`src/rtl/demo_input_ctrl.sv`:
```
// demo_input_ctrl: button/switch front end for the demo top.
// Debounces the push button and runs one start/ack/done handshake per press.
module demo_input_ctrl #(
  parameter int unsigned DEBOUNCE_CYCLES = 16,
  parameter int unsigned START_CYCLES = 2,
  parameter int unsigned TIMEOUT_CYCLES = 4096
) (
  input  logic       clk,
  input  logic       rstn,
  input  logic       btn_raw,
  input  logic       sw_d1_mode,
  input  logic       sw_d2_mode,
  input  logic       sw_d1_en,
  input  logic       sw_d2_en,
  input  logic       d1_ready,
  input  logic       d2_ready,
  output logic       start,
  output logic       d1_mode,
  output logic       d2_mode,
  output logic       d1_en,
  output logic       d2_en,
  output logic       busy,
  output logic       timeout,
  output logic [7:0] op_count
);

  localparam logic [15:0] DB_LAST = 16'(DEBOUNCE_CYCLES - 1);
  localparam logic [3:0]  ST_LAST = 4'(START_CYCLES - 1);
  localparam logic [20:0] TO_LAST = 21'(TIMEOUT_CYCLES - 1);

  typedef enum logic [1:0] {
    IDLE,
    START,
    ACK,
    DONE
  } state_t;

  logic [4:0] sync1, sync2;
  logic       btn_s, m1_s, m2_s, e1_s, e2_s;

  always_ff @(posedge clk or negedge rstn) begin
    if (!rstn) begin
      sync1 <= '0;
      sync2 <= '0;
    end else begin
      sync1 <= {btn_raw, sw_d1_mode, sw_d2_mode, sw_d1_en, sw_d2_en};
      sync2 <= sync1;
    end
  end

  assign {btn_s, m1_s, m2_s, e1_s, e2_s} = sync2;

  logic [15:0] db_cnt;
  logic        db_level, db_prev, press_evt;

  // Any sample matching the current level restarts the stability count.
  always_ff @(posedge clk or negedge rstn) begin
    if (!rstn) begin
      db_cnt   <= '0;
      db_level <= 1'b0;
      db_prev  <= 1'b0;
    end else begin
      db_prev <= db_level;
      if (btn_s == db_level) begin
        db_cnt <= '0;
      end else if (db_cnt == DB_LAST) begin
        db_level <= btn_s;
        db_cnt   <= '0;
      end else begin
        db_cnt <= db_cnt + 16'd1;
      end
    end
  end

  assign press_evt = db_level & ~db_prev;

  state_t      state, state_d;
  logic [3:0]  st_cnt, st_cnt_d;
  logic [20:0] to_cnt, to_cnt_d;
  logic [3:0]  cap, cap_d;
  logic        start_d, timeout_d;
  logic [7:0]  op_count_d;
  logic        ack_low, can_go;

  assign ack_low = (d1_en & ~d1_ready) | (d2_en & ~d2_ready);
  assign can_go  = d1_ready & d2_ready & (e1_s | e2_s);

  always_ff @(posedge clk or negedge rstn) begin
    if (!rstn) begin
      state    <= IDLE;
      st_cnt   <= '0;
      to_cnt   <= '0;
      cap      <= '0;
      start    <= 1'b0;
      timeout  <= 1'b0;
      op_count <= '0;
    end else begin
      state    <= state_d;
      st_cnt   <= st_cnt_d;
      to_cnt   <= to_cnt_d;
      cap      <= cap_d;
      start    <= start_d;
      timeout  <= timeout_d;
      op_count <= op_count_d;
    end
  end

  always_comb begin
    state_d    = state;
    st_cnt_d   = st_cnt;
    to_cnt_d   = to_cnt;
    cap_d      = cap;
    start_d    = start;
    timeout_d  = timeout;
    op_count_d = op_count;
    unique case (state)
      IDLE: begin
        if (press_evt && can_go) begin
          state_d  = START;
          start_d  = 1'b1;
          st_cnt_d = '0;
          cap_d    = {m1_s, m2_s, e1_s, e2_s};
        end
      end
      START: begin
        if (st_cnt == ST_LAST) begin
          state_d  = ACK;
          start_d  = 1'b0;
          to_cnt_d = '0;
        end else begin
          st_cnt_d = st_cnt + 4'd1;
        end
      end
      ACK: begin
        to_cnt_d = to_cnt + 21'd1;
        if (to_cnt == TO_LAST) begin
          state_d   = IDLE;
          timeout_d = 1'b1;
        end else if (ack_low || to_cnt == 21'd1) begin
          // to_cnt==1 means two cycles here with no ready drop
          state_d = DONE;
        end
      end
      DONE: begin
        to_cnt_d = to_cnt + 21'd1;
        if (to_cnt == TO_LAST) begin
          state_d   = IDLE;
          timeout_d = 1'b1;
        end else if (d1_ready && d2_ready) begin
          state_d    = IDLE;
          op_count_d = op_count + 8'd1;
        end
      end
      default: state_d = IDLE;
    endcase
  end

  assign {d1_mode, d2_mode, d1_en, d2_en} = cap;
  assign busy = (state != IDLE);

endmodule

```
`config.mk`:
```
export PLATFORM = sky130hd
export DESIGN_NAME = demo_input_ctrl
export DESIGN_NICKNAME = d
export VERILOG_FILES = /design/src/rtl/demo_input_ctrl.sv
export SDC_FILE = /design/constraint.sdc
export NUM_CORES = 1
export LEC_CHECK = 0
export CORE_ASPECT_RATIO = 0.8
export CORE_MARGIN = 2
export CORE_UTILIZATION = 25
export DETAILED_ROUTE_END_ITERATION = 12
export SKIP_LAST_GASP = 1
export SLEW_MARGIN = 25
export SYNTH_ARGS = -nofsm -noshare
export SYNTH_HDL_FRONTEND = slang
export SYNTH_SLANG_ARGS = --single-unit
export TNS_END_PERCENT = 100
```
`constraint.sdc`:
```
create_clock -name clk -period 2.1 [get_ports clk]
set_clock_uncertainty 0.15 [all_clocks]
set_input_delay 0.21 -clock clk [delete_from_list [all_inputs] [get_ports clk]]
set_output_delay 0.21 -clock clk [all_outputs]
set_load 0.1 [all_outputs]
```
# [After elaboration in Yosys (flattened, before gate mapping)]
# Cells that the tools add are included.
[totals] regBits=69 output_inout_bits=15 mem_bits_rw=0 rom_bits=0 latchBits=0 memories=0 inputBits=9 word_cells=74
[classes] magnitude_cmp=0 div=0 multipliers=0 shift=0 n_eq_ne=13 reduce_logical=16 add_sub_neg=4 muxes=17 bitwise=12
[ops] cell="$pmux W21 S2" count=1
[ops] cell="$mux W16" count=2
[ops] cell="$add A21 B1 Y21 const B" count=1
[ops] cell="$eq A21 B1 Y1 const B" count=1
[ops] cell="$eq A21 B12 Y1 const B" count=1
[ops] cell="$mux W21" count=1
[ops] cell="$add A16 B1 Y16 const B" count=1
[ops] cell="$eq A16 B4 Y1 const B" count=1
[ops] cell="$mux W2" count=6
[ops] cell="$reduce_and A3 Y1" count=3
[ops] cell="$add A8 B1 Y8 const B" count=1
[ops] cell="$mux W4" count=2
[ops] cell="$pmux W2 S4" count=1
[ops] cell="$pmux W4 S2" count=1
[ops] cell="$reduce_and A2 Y1" count=4
[ops] cell="$ne A2 B2 Y1 const B" count=3
[ops] cell="$ne A3 B3 Y1 const B" count=2
[ops] cell="$reduce_bool A2 Y1" count=3
[ops] cell="$and A1 B1 Y1" count=5
[ops] cell="$not A1 Y1" count=5
[ops] cell="$add A4 B1 Y4 const B" count=1
[ops] cell="$eq A2 B2 Y1 const B" count=2
[ops] cell="$eq A4 B1 Y1 const B" count=1
[ops] cell="$reduce_and A4 Y1" count=1
[ops] cell="other kinds (9)" count=12

# [Longest topological paths before layout]
[logic_depth] ltp_word=7 mapped_depth=7 depth_no_buf=7

# [Worst setup path after synthesis]
# OpenSTA, ideal clock, no wires.
[synth_path] path_type="register to register" start="reg state[1]" end="reg cap[1]" synth_period_minus_slack_ns=1.968 slack_ns=0.132 path_stages_with_launch=6 t_arrival_ns=1.692 cell_sequence="dfrtp_1 -> clkbuf_8 -> or2_2 -> nor2b_1 -> buf_2 -> mux2_2"
[synth_between] elab_chain_cells=2
[synth_rtl] item="start, declared" line="77" text="state_t state, state_d;"
[synth_rtl] item="start signal, assigned" line="98" text="state <= state_d;"
[synth_rtl] item="$logic_not A2 Y1" line="116" text="unique case (state)"
[synth_rtl] item="$reduce_and A2 Y1 (no line)"
[synth_rtl] item="end signal, assigned" line="101" text="cap <= cap_d;"
[synth_rtl] item="end, declared" line="80" text="logic [3:0] cap, cap_d;"
# Every way passes these cells.
# A chain may end at the register's enable or synchronous reset.

# [Worst setup path after layout]
[layout_path] start="reg st_cnt[1]" end="reg to_cnt[19]"
[layout_between] elab_chain_cells=3
[layout_rtl] item="start, declared" line="78" text="logic [3:0] st_cnt, st_cnt_d;"
[layout_rtl] item="start signal, assigned" line="99" text="st_cnt <= st_cnt_d;"
[layout_rtl] item="$eq A4 B1 Y1" line="126" text="if (st_cnt == ST_LAST) begin"
[layout_rtl] item="$ne A2 B2 Y1 (no line)"
[layout_rtl] item="$reduce_and A2 Y1 (no line)"
[layout_rtl] item="end signal, assigned" line="100" text="to_cnt <= to_cnt_d;"
[layout_rtl] item="end, declared" line="79" text="logic [20:0] to_cnt, to_cnt_d;"
# Every way passes these cells.

==> results.md <==
- Final-layout fill cell count: 1,307
- Initial Util: between 20% and 30%
- Post-synth cell types: 46
- HP Start: sw_d1_en
- Slowest-stage cell, CP: dfrtp_1
- Site Rows: 37
- Crit-path cells: inv_1 -> ha_1 -> and4bb_4 -> o211ai_1 -> nor4_1 -> xnor2_1 -> nor2_2
- Mapped cell area: 3220 µm²
- Post-synth ARST share: between 90% and 100%
- Initial antenna violation count: 0
- Register area: ~1700 µm²
- Worst r2r src: st_cnt[1]
- Root buffer cell: clkbuf_16
- IO Port Bufs: 23
- Final #Nets: roughly 370
- DRT iter0 DRCs: 130
- Minimum clock period: approximately 2.0 ns
- Avg Inst Size Synth: 10.7 µm²
- Worst vdd ir: a little over 0.6 mV
- Total Power: 4.24 mW
- Cts bufs inserted: 9
- Setup ws final: about 0.12 ns
- Pwr per Cell Area: just over 1000 nW/µm²
- Slowest stage delay, CP: 0.42 ns
- Area grow syn2layout: 26.7%
- Layout cell share with drive strength beyond 1: 21.4%
- Worst EP arrival: slightly above 2 ns
- Reg2reg path depth: 7
- CTS tree: yes
- Multi-input gate area: about 1400 µm²
- F_max: 506 MHz
- EDFF count, synth: 0
- CTS Buffer Depth: 2
- Ranking of synthesized cells by area: dfrtp_1 (54%), xor2_1 (6.3%), xnor2_1 (4.9%)
- Pre-CTS setup slack: -0.0627 ns
- First-pass DRT Iterations: 4
- Crit path capture: to_cnt[19]
- RSZ-0062 raised after global routing: yes
- Max_cap viols: 0
- CP startpoint: st_cnt[1]
- Number of global-route vias before repair: about 2,400
- Critical path endpoint category: flip-flop
- Final Slew Violations: 0
- Hpwl dp: between 4 and 5 mm
- Final wirelength: around 6.5 mm
- Total global-route track usage: between 10% and 20%
- Commonest cells after routing, fill and taps aside: dfrtp_1 (69), nor2_1 (41), buf_4 (37)
- ANT nets after route: 0
- Synth Flop Type: dfrtp_1
- DIE AREA: 13,800 µm²
- Largest net degree at the start of global routing: 50
- H-tree levels: 3
- CTS sink cnt: 69
- Flop-to-flop setup slack: between 0.1 and 0.15 ns
- Startpoint class of the critical path: flip-flop
- First-pass GRT wire length: 11.5 mm
- Synth warn: 0
- Final setup violating endpoints: 0
- Number of vias per cell: roughly 4.4
- Most common cell after layout, fill and taps aside: dfrtp_1
- Largest area contributor in the netlist: dfrtp_1
- Critical path type: flip-flop to flip-flop
- Synthesized flop and latch total: 69
- Mapped Cells: 300
- RR Endpoint: to_cnt[19]
- Hold Path Class: input port to flip-flop
- Worst skew pair latency: roughly 0.33 ns
- Required time worst endpoint: around 2.2 ns
- CP Max Fanout: 5
- Clock-pin slew on the worst setup and hold paths: ~0.060 ns
- Via Count: roughly 2,300
- Die X: between 100 and 150 µm
- Pleak: 1.82 nW
- Sequential area share after synthesis: around 54%
- Antenna cells: 0
- Status: finished clean
- WP buf/inv: 1
- Core ar.: 12,700 µm²
- WL per Instance: ~12 µm
- Final hold viol count: 0
- Io pins: 24
- DR DRC count: 0
- Die Height: between 100 and 150 µm
- Crit. path cell count: 7
- CP delay by family, top: simple AND/OR/NAND/NOR gates
- Gpl congestion: 0.795
- Relative slew slack: around 66%
- Worst-margin pin slew: between 0.5 and 0.6 ns
- Yosys top cell area share: 53.6%
- GRT overflow: 0
- Syn Nets: 315
- Tcrit/Tclk final: between 90% and 100%
flip-flops by register name, indices dropped and copies added (netlist names):
name and flops:
db_cnt 16, op_count 8, state 2, timeout 1, to_cnt 21, db_prev 1, start 1, st_cnt 4
sync1 5, cap 4, sync2 5, db_level 1
per-stage QoR:
step	TNS (ns)	hold slack, ns	utilization, %	std cells	area, µm²
after floorplan	0	-0.236	-	300	3220
after global placement	0	0.0570	29.6	512	3760
after detailed placement	-0.166	0.0646	29.6	512	3760
after CTS	0	0.149	31.8	529	4050
after global routing	-0.0119	0.154	32.0	530	4080
final	0	0.164	32.0	530	4080
what timing repair did:
| action | 4_1_cts | 5_1_grt |
|---|---|---|
| endpoints found under the setup margin | 0 | 21 |
| hold buffers | 1 | 0 |
| gates resized for setup | 0 | 3 |
| hold endpoints to repair | 20 | 0 |
| setup buffers | 0 | 1 |
cells by family after synthesis:
kind of cell	synth area share [%]
simple gates	21.8
flops	53.6
xor+xnor	11.2
compound gates	5.75
buf+inv	2.91
mux	2.41
fa+ha+maj	2.33
cell usage after synthesis, types with 2 or more instances:
library cell	instances
buf_2	4
nor2_2	3
o31ai_2	2
a21o_1	2
or2_2	2
inv_1	9
xor2_1	23
nand3_1	14
nor4_1	10
nand3_2	2
nand4_1	10
nor3_1	15
xnor2_1	18
nand2_1	21
clkbuf_1	2
o21ai_0	3
nor4b_1	2
mux2_2	5
nor2b_1	2
nor2_1	41
dfrtp_1	69
a21oi_1	2
a22o_1	2
o2111ai_1	2
ha_1	6
and2_1	4
or3_1	2
and3_1	5
final cells by class:
| class | count | share of cell area [%] |
|---|---|---|
| sequential | 69 | 42.3 |
| multi-input combinational | 213 | 34.7 |
| timing repair buffer | 48 | 9.88 |
| clock buffer | 9 | 5.52 |
| tap | 175 | 5.37 |
| clock inverter | 7 | 1.35 |
| inverter | 9 | 0.828 |
how the worst min path moves through the flow:
stage                     slack [ns]        to  cells after the start
final                           0.16  sync1[1]                      1
after global routing            0.15  sync1[1]                      1
after CTS                       0.15  sync1[1]                      1
after detailed placement        0.06  db_level                      1
after global placement          0.06  db_level                      1
after floorplan                -0.24    cap[0]                      0
power by group:
part / switching, mW / internal, mW / total (mW) / leakage (nW)
Sequential: 0.190 / 1.48 / 1.67 / 0.910
Clock: 0.609 / 0.815 / 1.42 / 0.139
Combinational: 0.687 / 0.459 / 1.15 / 0.769
routing by layer:
layer	GRT usage, %	wire length [µm]	up-vias
met5	0	0	-
met4	3.19	60	0
met3	3.91	300	7
met2	14.8	2770	44
met1	15.5	3410	1136
li1	-	-	1145
Power figures use the tool's default switching activity.
